==> src/rtl/delta_sched_pkg.sv <==
// delta_sched_pkg
// Shared types and constants for the delta-period scheduler:
//   state_e       - scheduler FSM states (IDLE, RUN)
//   DEF_NUM_REQ   - default number of requesters
//   DEF_REP_W     - default repetition-count width
//   sat_len()     - effective period length, max(len, 1)
package delta_sched_pkg;

  typedef enum logic {
    IDLE = 1'b0,
    RUN  = 1'b1
  } state_e;

  localparam int DEF_NUM_REQ = 4;
  localparam int DEF_REP_W   = 8;

  // A zero-length period is meaningless for the counter, so it is run as one cycle.
  function automatic logic [31:0] sat_len(input logic [31:0] len);
    return (len == 32'd0) ? 32'd1 : len;
  endfunction

endpackage

==> src/rtl/delta_rr_arbiter.sv <==
// delta_rr_arbiter
// Combinational round-robin arbiter. The search starts one position after
// the previous winner and wraps, so every requester is served in turn.
// Ports:
//   req        in  NUM_REQ  request vector
//   last_grant in  IDX_W    index of the previous winner
//   winner     out NUM_REQ  one-hot winner, zero when no request is present
module delta_rr_arbiter #(
  parameter int NUM_REQ = 4,
  parameter int IDX_W   = $clog2(NUM_REQ)
) (
  input  logic [NUM_REQ-1:0] req,
  input  logic [IDX_W-1:0]   last_grant,
  output logic [NUM_REQ-1:0] winner
);

  always_comb begin
    logic             found;
    logic [IDX_W-1:0] sel;
    // NOTE: every combinational output gets a default before any condition so no latch is inferred.
    winner = '0;
    found  = 1'b0;
    sel    = '0;
    for (int i = 1; i <= NUM_REQ; i++) begin
      sel = IDX_W'((int'(last_grant) + i) % NUM_REQ);
      if (!found && req[sel]) begin
        winner[sel] = 1'b1;
        found       = 1'b1;
      end
    end
  end

endmodule

==> src/rtl/delta_sched.sv <==
// delta_sched
// Round-robin scheduler sharing one delta-simulation period counter among
// NUM_REQ requesters. The granted owner gets reps periods of L = max(len,1)
// cycles each; tick marks the last cycle of every period, last_tick/done the
// last cycle of the run. Dropping req mid-run aborts the run.
// Ports:
//   clock      in  1               rising-edge clock
//   reset      in  1               asynchronous reset, active low
//   req        in  NUM_REQ         request levels
//   req_len    in  NUM_REQ*LEN_W   period length per requester
//   req_reps   in  NUM_REQ*REP_W   period count per requester
//   grant      out NUM_REQ         registered one-hot owner
//   tick       out 1               last cycle of each period
//   last_tick  out 1               last cycle of the final period
//   done       out NUM_REQ         completion pulse to the owner
//   aborted    out 1               owner dropped req during RUN
//   busy       out 1               registered, high in RUN

// Normally supplied by sys_defs.svh; fallback keeps the block standalone.
`ifndef DELTA_SIM_LEN
`define DELTA_SIM_LEN 8
`endif

module delta_sched
  import delta_sched_pkg::*;
#(
  parameter int NUM_REQ = DEF_NUM_REQ,
  parameter int LEN_W   = `DELTA_SIM_LEN,
  parameter int REP_W   = DEF_REP_W
) (
  input  logic                     clock,
  input  logic                     reset,
  input  logic [NUM_REQ-1:0]       req,
  input  logic [NUM_REQ*LEN_W-1:0] req_len,
  input  logic [NUM_REQ*REP_W-1:0] req_reps,
  output logic [NUM_REQ-1:0]       grant,
  output logic                     tick,
  output logic                     last_tick,
  output logic [NUM_REQ-1:0]       done,
  output logic                     aborted,
  output logic                     busy
);

  localparam int IDX_W = $clog2(NUM_REQ);

  state_e             state_q, state_d;
  logic [IDX_W-1:0]   last_grant_q, last_grant_d;
  logic [NUM_REQ-1:0] grant_q, grant_d;
  logic               busy_q, busy_d;
  logic [LEN_W-1:0]   len_q, len_d;
  logic [REP_W-1:0]   reps_q, reps_d;
  logic [LEN_W-1:0]   pc_q, pc_d;
  logic [REP_W-1:0]   rc_q, rc_d;

  logic [NUM_REQ-1:0] winner;
  logic [IDX_W-1:0]   win_idx;
  logic [LEN_W-1:0]   win_len;
  logic [REP_W-1:0]   win_reps;
  logic               owner_req;
  logic               period_end;
  logic               run_last;

  delta_rr_arbiter #(
    .NUM_REQ (NUM_REQ),
    .IDX_W   (IDX_W)
  ) u_arb (
    .req        (req),
    .last_grant (last_grant_q),
    .winner     (winner)
  );

  always_comb begin
    win_idx = '0;
    for (int i = 0; i < NUM_REQ; i++) begin
      if (winner[i]) win_idx = IDX_W'(i);
    end
  end

  assign win_len  = LEN_W'(sat_len(32'(req_len[win_idx*LEN_W +: LEN_W])));
  assign win_reps = req_reps[win_idx*REP_W +: REP_W];

  // last_grant_q doubles as the owner index while in RUN.
  assign owner_req  = req[last_grant_q];
  assign period_end = (pc_q == '0);
  assign run_last   = period_end && (rc_q == reps_q - REP_W'(1));

  // State register
  always_ff @(posedge clock or negedge reset) begin
    if (!reset) begin
      state_q      <= IDLE;
      last_grant_q <= IDX_W'(NUM_REQ - 1);
      grant_q      <= '0;
      busy_q       <= 1'b0;
      len_q        <= '0;
      reps_q       <= '0;
      pc_q         <= '0;
      rc_q         <= '0;
    end else begin
      // NOTE: sequential state uses non-blocking assignments so every flop samples pre-edge values.
      state_q      <= state_d;
      last_grant_q <= last_grant_d;
      grant_q      <= grant_d;
      busy_q       <= busy_d;
      len_q        <= len_d;
      reps_q       <= reps_d;
      pc_q         <= pc_d;
      rc_q         <= rc_d;
    end
  end

  // Next-state logic
  always_comb begin
    state_d      = state_q;
    last_grant_d = last_grant_q;
    grant_d      = grant_q;
    busy_d       = busy_q;
    len_d        = len_q;
    reps_d       = reps_q;
    pc_d         = pc_q;
    rc_d         = rc_q;
    case (state_q)
      IDLE: begin
        if (|req) begin
          last_grant_d = win_idx;
          // A zero-repetition request completes in the arbitration cycle.
          if (win_reps != '0) begin
            state_d = RUN;
            grant_d = winner;
            busy_d  = 1'b1;
            len_d   = win_len;
            reps_d  = win_reps;
            pc_d    = win_len - LEN_W'(1);
            rc_d    = '0;
          end
        end
      end
      RUN: begin
        if (!owner_req || run_last) begin
          state_d = IDLE;
          grant_d = '0;
          busy_d  = 1'b0;
          pc_d    = '0;
          rc_d    = '0;
        end else if (period_end) begin
          pc_d = len_q - LEN_W'(1);
          rc_d = rc_q + REP_W'(1);
        end else begin
          pc_d = pc_q - LEN_W'(1);
        end
      end
      default: state_d = IDLE;
    endcase
  end

  // Output logic
  always_comb begin
    tick      = 1'b0;
    last_tick = 1'b0;
    done      = '0;
    aborted   = 1'b0;
    if (state_q == RUN) begin
      // Abort wins over a coinciding period end.
      if (!owner_req) begin
        aborted = 1'b1;
      end else if (period_end) begin
        tick = 1'b1;
        if (run_last) begin
          last_tick = 1'b1;
          done      = grant_q;
        end
      end
    end else if (reset && (|req) && (win_reps == '0)) begin
      done = winner;
    end
  end

  assign grant = grant_q;
  assign busy  = busy_q;

endmodule

==> config.mk <==
export PLATFORM = sky130hd
export DESIGN_NAME = delta_sched
export DESIGN_NICKNAME = d
export VERILOG_FILES = /design/src/rtl/delta_sched_pkg.sv /design/src/rtl/delta_rr_arbiter.sv /design/src/rtl/delta_sched.sv
export SDC_FILE = /design/constraint.sdc
export NUM_CORES = 1
export LEC_CHECK = 0
export ABC_AREA = 1
export BUFFER_PORTS_ARGS = -buffer_cell sky130_fd_sc_hd__buf_2
export CAP_MARGIN = 20
export CELL_PAD_IN_SITES_DETAIL_PLACEMENT = 1
export CELL_PAD_IN_SITES_GLOBAL_PLACEMENT = 1
export CORE_MARGIN = 3
export CORE_UTILIZATION = 42
export DETAILED_ROUTE_END_ITERATION = 10
export GPL_ROUTABILITY_DRIVEN = 0
export GPL_TIMING_DRIVEN = 0
export PLACE_DENSITY_LB_ADDON = 0.25
export SLEW_MARGIN = 40
export SYNTH_ARGS = -nofsm -noshare
export SYNTH_HDL_FRONTEND = slang
export SYNTH_SLANG_ARGS = --single-unit
==> constraint.sdc <==
create_clock -name clock -period 6.9 [get_ports clock]
set_input_delay 0.69 -clock clock [delete_from_list [all_inputs] [get_ports clock]]
set_output_delay 0.69 -clock clock [all_outputs]
set_load 0.05 [all_outputs]
==> Yosys cells after proc, flatten, opt, wreduce, memory -nomap -nowiden <==
Index checks and enable logic that the tools add are counted.
{ "totals": {"ff_bits": 40, "in_bits": 70, "output_inout_bits": 12, "wordCells": 127} }
{ "op_classes": {"n_addsub": 9, "order_cmp": 9, "eq_ne": 5, "shifts": 2, "n_mux": 65, "bitwise": 4, "reduce_logical": 25} }
{ "ops": {"columns": ["cell", "n"], "rows": [
  ["$mux W8", 9],
  ["$shiftx A32 B6 Y8", 2],
  ["$mux W4", 12],
  ["$pmux W8 S2", 2],
  ["$sub A8 B1 Y8 const B", 4],
  ["$mux W1", 28],
  ["$logic_not A8 Y1", 3],
  ["$lt A2 B3 Y1 const B", 5],
  ["$or A4 B4 Y4", 3],
  ["$bmux W1 S2", 5],
  ["$logic_and A1 B1 Y1", 10],
  ["$reduce_and A3 Y1", 3],
  ["$add A8 B1 Y8 const B", 1],
  ["$demux W1 S2", 4],
  ["$eq A8 B8 Y1", 1],
  ["$ge A2 B1 Y1 const B", 4],
  ["$pmux W4 S2", 1],
  ["$reduce_bool A8 Y1", 1],
  ["$add A2 B1 Y2 const B", 2],
  ["$add A2 B2 Y2 const B", 2],
  ["$logic_not A1 Y1", 4],
  ["$mux W2", 2],
  ["$ne A2 B2 Y1 const B", 2],
  ["$pmux W1 S2", 2],
  ["6 further kinds", 7]
]} }

==> Depth between registers and ports, before layout <==
Gate-level depths: netlist of the first run.
{ "logic_depth": {"depth_word": 23, "mapped_depth": 31, "depth_no_buf": 29} }

==> Modules after synthesis <==
A second synthesis of the first run with hierarchy kept.
{ "hier_totals": {"hier_cells": 622, "hier_area_um2": 3903.7} }
{ "modules_own_cells": {"columns": ["mod", "instances", "cells_per_inst", "area_each_um2", "seq_area_each_um2"], "rows": [
  ["delta_sched", 1, 547, 3482.1, 1003.5],
  ["delta_rr_arbiter", 1, 75, 421.7, 0.0]
]} }

==> Least setup slack after synthesis of the first run <==
OpenSTA, ideal clock, no wires.
{ "synth_timing": {"path_type": "register to output", "startpoint": "register reps_q[0]", "endpoint": "output port done[0]", "arrival_time_ns": 3.180, "required_time_ns": 6.210, "setup_slack_ns": 3.030, "stages_incl_launch_ff": 13, "n_path_buf": 0, "path_cell_list": "dfrtp_1 -> inv_1 -> ha_1 -> nand2_1 -> inv_1 -> nor4_1 -> inv_1 -> nor3_1 -> o2111a_1 -> nand3_1 -> nor3_1 -> nand2_1 -> nand2_1"} }
{ "synth_via": {"elab_chain_len": 7} }
{ "synth_rtl": {"columns": ["element", "line", "text"], "rows": [
  ["start, declared", "delta_sched.sv:51", "logic [REP_W-1:0] reps_q, reps_d;"],
  ["start signal, assigned", "delta_sched.sv:105", "reps_q <= reps_d;"],
  ["$sub A8 B1 Y8", "delta_sched.sv:85", "assign run_last = period_end && (rc_q == reps_q - REP_W'(1));"],
  ["$eq A8 B8 Y1", "delta_sched.sv:85", null],
  ["$logic_and A1 B1 Y1", "delta_sched.sv:85", null],
  ["$mux W4", "delta_sched.sv:167", "if (run_last) begin"],
  ["$mux W4", "delta_sched.sv:165", "end else if (period_end) begin"],
  ["$mux W4", "delta_sched.sv:163", "if (!owner_req) begin"],
  ["$mux W4", "delta_sched.sv:161", "if (state_q == RUN) begin"],
  ["end, declared", "delta_sched.sv:39", "output logic [NUM_REQ-1:0] done,"]
]} }
No other way between the ends.

==> Worst setup path after layout of the first run <==
{ "layout_timing": {"startpoint": "register last_grant_q[1]", "endpoint": "register pc_q[6]"} }
{ "layout_via": {"elab_chain_len": 23, "word_cells_on_any_way": 67, "classes_between": "add/sub: 5; order compare: 8; eq/ne: 1; shift: 2; mux: 33; bitwise: 3; reduce/logical: 15"} }
{ "layout_rtl": {"columns": ["element", "line", "text"], "rows": [
  ["start, declared", "delta_sched.sv:47", "logic [IDX_W-1:0] last_grant_q, last_grant_d;"],
  ["start signal, assigned", "delta_sched.sv:91", "last_grant_q <= IDX_W'(NUM_REQ - 1);"],
  ["start signal, assigned", "delta_sched.sv:101", "last_grant_q <= last_grant_d;"],
  ["branches (longest 23 deep; another with $lt A2 B3 Y1)", null, null],
  ["end signal, assigned", "delta_sched.sv:106", "pc_q <= pc_d;"],
  ["end, declared", "delta_sched.sv:52", "logic [LEN_W-1:0] pc_q, pc_d;"]
]} }
Parallel ways; which one is timed is not known. The select of a mux whose other input is x is not followed.
A chain may end at the register's enable or synchronous reset.

==> impl_results.md, run 1 <==
* Status: completed
* Fmax at 222 MHz
* Post-layout minimum cycle time at 4.50 ns
* Starting Density at 44.3%
* WP data arrival at 4.69 ns
* Critical Path Max Stage Delay at 0.65 ns
* Post-synth net total at 694
* H-tree depth at 2
* Class of the tightest hold or removal check: in -> async
* Total track usage at 24.9%
* Vias per cell at 5.21
* Layout Nets at 782
* DIE AREA at 10600 sq um
* Drc violations at 0
* CTS Buf Count at 5
* Area of the multi-input gates at 2540 sq um
* Clk slew on worst S/H paths at 0.08 ns
* Vias in the first global route at 4418
* FILL cells at 1267
* Final Max Tran Viols at 0
* CTS Hold Bufs at 0
* Worst-Skew Late Latency at 0.30 ns
* Distinct cells, synth at 42
* First-pass GRT wire length at 21.1 mm
* Sink Count at 40
* Ratio of cells with drive above 1 in the final layout at 23.7%
* Final Hold Fails at 0
* Worst path slowest cell: dfstp_2
* Total of warnings raised by yosys at 0
* WP data required at 7.09 ns
* Initial antenna violation count at 0
* DRT iter0 DRCs at 126
* Tightest Pin Transition at 0.825 ns
* FF+latch count, synth at 40
* Grt total ovfl at 0
* Avg Cell Area, Syn at 6.43 sq um
* I/O Buffers at 81
* Commonest cells after routing, fill and taps aside: nand2_1, buf_2, nor2_1, inv_1, nand3_1
* Crit end category: flop
* Most common library cell in the layout ignoring fill and taps: nand2_1
* Total Neg Setup Slack at 0 ns
* Register area share after synthesis at 25.5%
* Ports at 82
* Deepest clock path buffer count at 2
* TritonCTS clock tree: yes
* Setup CP Type: reg -> reg
* Syn-to-layout area delta at 16.1%
* Reg2reg setup slack at 2.40 ns
* Register Area at 1000 sq um
* Tcrit/Tclk final at 65.2%
* Largest net degree at the start of global routing at 42
* Most frequent CP cell: nand2_1
* Cts repair resizes at 0
* Cells on worst reg2reg path at 25
* RSZ-0062 raised after global routing: false
* CTS root buf: clkbuf_8
* Postcts setup bufs at 0
* Max Cap Violations at 0
* Chip height at 103 um
* Remaining antenna violation count after routing at 0
* Critical-path maximum fanout at 10
* DIE WIDTH at 103 um
* Core Region at 8890 sq um
* Drt pass-1 iters at 6
* Avg WL per Cell at 15.6 um
* Final setup vio count at 0
* Netlist Area Pre-Place at 3940 sq um
* Antenna diode count at 0
* Startpoint types: flop
* Cells after synthesis at 612
* WL final at 12.6 mm
* Detail Placement HPWL at 10.4 mm
* Worst slew margin at 44.6%
* Clock skew at 0.0122 ns
* Vias at 4213
* Num rows at 34
state kept, by name, indices dropped and copies added, names as in the netlist:
name,cells
len_q,8
pc_q,8
rc_q,8
reps_q,8
grant,4
last_grant_q,2
busy,1
state_q,1
cell usage after synthesis (all sizes together):
library cell | number | area share (%)
nor3 | 5 | 0.64
a21oi | 23 | 2.9
nor4 | 4 | 0.64
a41oi | 1 | 0.22
nand2 | 200 | 22
o2111a | 1 | 0.29
xor2 | 12 | 2.7
o22ai | 1 | 0.16
o21bai | 2 | 0.38
nor2 | 85 | 9.9
nand3 | 52 | 7.4
nor3b | 1 | 0.19
xnor2 | 6 | 1.3
inv | 74 | 7.1
a31oi | 1 | 0.16
dfstp | 2 | 1.3
buf | 13 | 2.7
or2 | 2 | 0.32
clkbuf | 3 | 0.29
nand3b | 5 | 0.95
and3 | 1 | 0.16
o21ai | 57 | 8.7
nand4 | 7 | 1.1
o211ai | 1 | 0.19
and2 | 2 | 0.32
ha | 12 | 3.8
clkinv | 1 | 0.095
dfrtp | 38 | 24
per-layer routing:
metal	track usage (%)	up-vias	share of wire [%]	wire, um
li1	-	2115	-	-
met1	31.8	1972	45	5650
met2	44.6	111	49	6230
met3	3.99	15	4.8	611
met4	5.08	0	1.3	159
met5	0	-	0	0
worst paths after layout:
path | from | endpoint
worst max-delay path | last_grant_q[1] | pc_q[6]
min in group clock | grant[2] | grant[2]
max in group asynchronous | reset | last_grant_q[0]
worst max register to register | last_grant_q[1] | pc_q[6]
worst min-delay path | reset | rc_q[6]
worst min register to register | grant[2] | grant[2]
kinds of logic (layout without fill, tap and decap cells):
group / after synthesis / count (layout) / synth area share [%]
buf+inv: 91 / 180 / 10.1
compound gates: 87 / 87 / 13.0
simple gates: 364 / 364 / 43.5
flops: 40 / 40 / 25.5
fa+ha+maj: 12 / 12 / 3.81
xor+xnor: 18 / 18 / 4.01
per-stage QoR:
stage               setup WS (ns)  area, sq um  std cells  hold WS (ns)  utilization [%]
finish                       2.40         4570        809         0.362             51.4
global route                 1.95         4570        809         0.409             51.4
detailed placement           2.42         4490        801         0.489             50.5
CTS                          2.41         4570        809         0.387             51.4
floorplan                    3.03         3940        612         0.394                -
global placement             2.62         4480        801         0.480             50.4
critical path, delay by kind of cell (launching register included):
kind | cells | cell delay (ns)
flip-flops | 1 | 0.65
buffers and inverters | 4 | 0.45
adder cells (fa/ha/maj) | 2 | 0.60
AND/OR/NAND/NOR | 17 | 1.90
AO/OA/AOI/OAI | 2 | 0.77
area by class of cell:
cell class	count	area share, %
flip-flops and latches	40	22.0
clock buffers	6	1.59
plain buffers	16	2.57
well taps	108	2.96
multi-input cells	481	55.6
repair buffers	81	8.92
inverters	75	6.16
clock inverters	2	0.274
Power of run 1 is left out: the tool's default activity adds up to more than one toggle a clock period on the data nets, which glitch-free logic cannot reach.
==> run 2, diff against run 1 <==
--- a/config.mk
+++ b/config.mk
@@ -11,7 +11,7 @@
 export CELL_PAD_IN_SITES_DETAIL_PLACEMENT = 1
 export CELL_PAD_IN_SITES_GLOBAL_PLACEMENT = 1
 export CORE_MARGIN = 3
-export CORE_UTILIZATION = 42
+export CORE_UTILIZATION = 35
 export DETAILED_ROUTE_END_ITERATION = 10
 export GPL_ROUTABILITY_DRIVEN = 0
 export GPL_TIMING_DRIVEN = 0
==> constraint.sdc (replaced) <==
create_clock -name clock -period 3.6 [get_ports clock]
set_input_delay 0.36 -clock clock [delete_from_list [all_inputs] [get_ports clock]]
set_output_delay 0.36 -clock clock [all_outputs]
set_load 0.05 [all_outputs]
==> impl_results.md, run 2 (synthesized netlist as in run 1, its figures left out) <==
* Class of the tightest hold or removal check: in -> async
* CTS Hold Bufs at 0 (unchanged)
* Most common library cell in the layout ignoring fill and taps: nand2_1
* DIE WIDTH at 112 um (+9.0%)
* Max Cap Violations at 0 (unchanged)
* TritonCTS clock tree: yes
* Clock skew at 0.00794 ns (-0.00429 ns)
* Startpoint types: flop
* Final Max Tran Viols at 0 (unchanged)
* Deepest clock path buffer count at 2 (unchanged)
* Reg2reg setup slack at 0.01 ns (-2.39 ns)
* Tightest Pin Transition at 0.650 ns (-0.175 ns)
* Final setup vio count at 4 (+4)
* FILL cells at 1469 (+16%)
* Worst slew margin at 56.3% (+12 points)
* Initial antenna violation count at 0 (unchanged)
* Final Hold Fails at 0 (unchanged)
* Layout Nets at 818 (+4.6%)
* Cells on worst reg2reg path at 27 (+8.0%)
* Num rows at 38 (+12%)
* WP data arrival at 3.31 ns (-1.38 ns)
* Setup CP Type: reg -> out
* Ports at 82 (unchanged)
* CTS Buf Count at 5 (unchanged)
* Detail Placement HPWL at 10.6 mm (+1.4%)
* Most frequent CP cell: nand2_8
* Commonest cells after routing, fill and taps aside: nand2_1, buf_2, nor2_1, inv_1, dfrtp_1
* Syn-to-layout area delta at 38.1%
* Final Cell Area at 5440 sq um (+19%)
* Largest net degree at the start of global routing at 42 (unchanged)
* Sink Count at 40 (unchanged)
* Hold_ws at 0.0476 ns (-0.314 ns)
* Failing checks: setup timing
* WL final at 14.7 mm (+16%)
* Drc violations at 0 (unchanged)
* Critical Path Max Stage Delay at 0.57 ns (-0.08 ns)
* Tcrit/Tclk final at 102%
* Ratio of cells with drive above 1 in the final layout at 34.3% (+11 points)
* Starting Density at 36.0% (-8.3 points)
* Cell family with most CP delay: simple AND/OR/NAND/NOR gates
* Cell Chain, Critical Path: clkinv_4, ha_4, inv_4, nand3_4, nand2_8, nand3_4, nor2_1, nor2_2, nand2_4, nand2_8, nand2_8, clkbuf_16, o21ai_1, nand2_1, nor2_2, nand2_4, nor2_8, nand3_2, nand2_2, buf_8
* RSZ-0062 raised after global routing: true
* Vias at 4480 (+6.3%)
* Vias per cell at 5.11 (-1.9%)
* DIE AREA at 12600 sq um (+19%)
* H-tree depth at 2 (unchanged)
* Core Region at 10900 sq um (+23%)
* Total track usage at 21.8% (-3.1 points)
* R2r endpoint: pc_q[6]
* Clk slew on worst S/H paths at 0.07 ns (about the same)
* DP Worst Slack at -0.957 ns (-3.38 ns)
* Critical R2R Launch: last_grant_q[0]
* Remaining antenna violation count after routing at 0 (unchanged)
* Crit path buf inv count at 4 (unchanged)
* Worst path slowest cell: dfstp_2
* Drt pass-1 iters at 4 (-2)
* Grt total ovfl at 0 (unchanged)
* Fin util at 49.7% (-1.7 points)
* Antenna diode count at 0 (unchanged)
* I/O Buffers at 81 (unchanged)
* First-pass GRT wire length at 22.8 mm (+8.3%)
* CTS root buf: clkbuf_16
* Post-Place Cell Area at 4530 sq um (+0.89%)
* Crit end category: output port
* WP data required at 3.24 ns (-3.85 ns)
* Post-layout minimum cycle time at 3.67 ns
* Avg WL per Cell at 16.8 um (+7.5%)
* DRT iter0 DRCs at 226 (+79%)
* Worst setup margin at -0.0721 ns (-2.48 ns)
* Worst-Skew Late Latency at 0.29 ns (about the same)
* Vias in the first global route at 4639 (+5.0%)
* Critical-path maximum fanout at 7 (-3)
* Chip height at 112 um (+9.0%)
* Status: finished, violations left
* Fmax at 272 MHz
[run 2: cell types whose count changed in the layout (fill, tap and decap cells not counted), moves of 5 or more]
cell       delta
nand3_4       +9
buf_8         +8
nand2_1      -20
clkbuf_16     +7
clkbuf_8      -5
o21ai_0       -7
buf_2         -5
nor2_4        +6
nor2_1        -7
nand2_2      +15
buf_4        +30
nand3_1      -10
[run 2: worst max path at each step]
stage | startpoint | end | slack, ns | depth (start not counted)
floorplan | last_grant_q[0] | pc_q[6] | 0.009 | 27
global placement | last_grant_q[0] | pc_q[6] | -0.79 | 26
detailed placement | last_grant_q[1] | pc_q[6] | -0.96 | 26
CTS | last_grant_q[0] | pc_q[6] | -0.06 | 29
global route | last_grant_q[0] | done[1] | -0.24 | 20
finish | last_grant_q[0] | done[1] | -0.07 | 20
[run 2: metrics by stage]
step | cells | setup TNS (ns)
floorplan | 612 | 0
global placement | 833 | -3.52
detailed placement | 833 | -6.43
CTS | 852 | -0.220
global route | 877 | -2.45
finish | 877 | -0.272
[run 2: cell type report]
class                   count  area (sq um)  area share (%)
plain buffers              16           158            2.90
flip-flops and latches     40          1000            18.5
repair buffers            117           749            13.8
well taps                 140           175            3.22
clock buffers               5           125            2.30
inverters                  75           299            5.50
clock inverters             3          47.5           0.875
multi-input cells         481          2880            53.0
[run 2: worst register-to-register path: stages (launching register included)]
cell       delay, ns
dfstp_2         0.57
clkinv_4        0.09
ha_4            0.32
inv_4           0.05
nand3_4         0.11
nand2_8         0.10
nand3_4         0.09
nor2_1          0.06
nor2_2          0.15
nand2_4         0.11
nand2_8         0.10
nand2_8         0.07
buf_8           0.15
clkbuf_16       0.15
nand2_2         0.07
nand2_2         0.07
o21ai_4         0.19
nor2_4          0.07
a31oi_4         0.18
ha_4            0.17
nand2_2         0.06
nor2_4          0.15
nand2_1         0.07
nand2_1         0.07
nand3_2         0.09
nand2_1         0.10
nand2_1         0.05
nand2_1         0.06
[run 2: metal layers]
metal | share of wire, % | up-vias | global-route usage, %
li1 | - | 2195 | -
met1 | 44 | 2166 | 28.5
met2 | 51 | 105 | 39.0
met3 | 3.5 | 14 | 2.48
met4 | 1.2 | 0 | 4.73
met5 | 0 | - | 0
[run 2: repair_timing]
item                       4_1_cts  5_1_grt
resized for setup               45       68
setup endpoints to repair       30       10
hold endpoints to repair         0        0
pin swaps                        7       35
gates cloned                     0        3
setup buffers                   11       22
Power of run 2 is left out for the same reason.
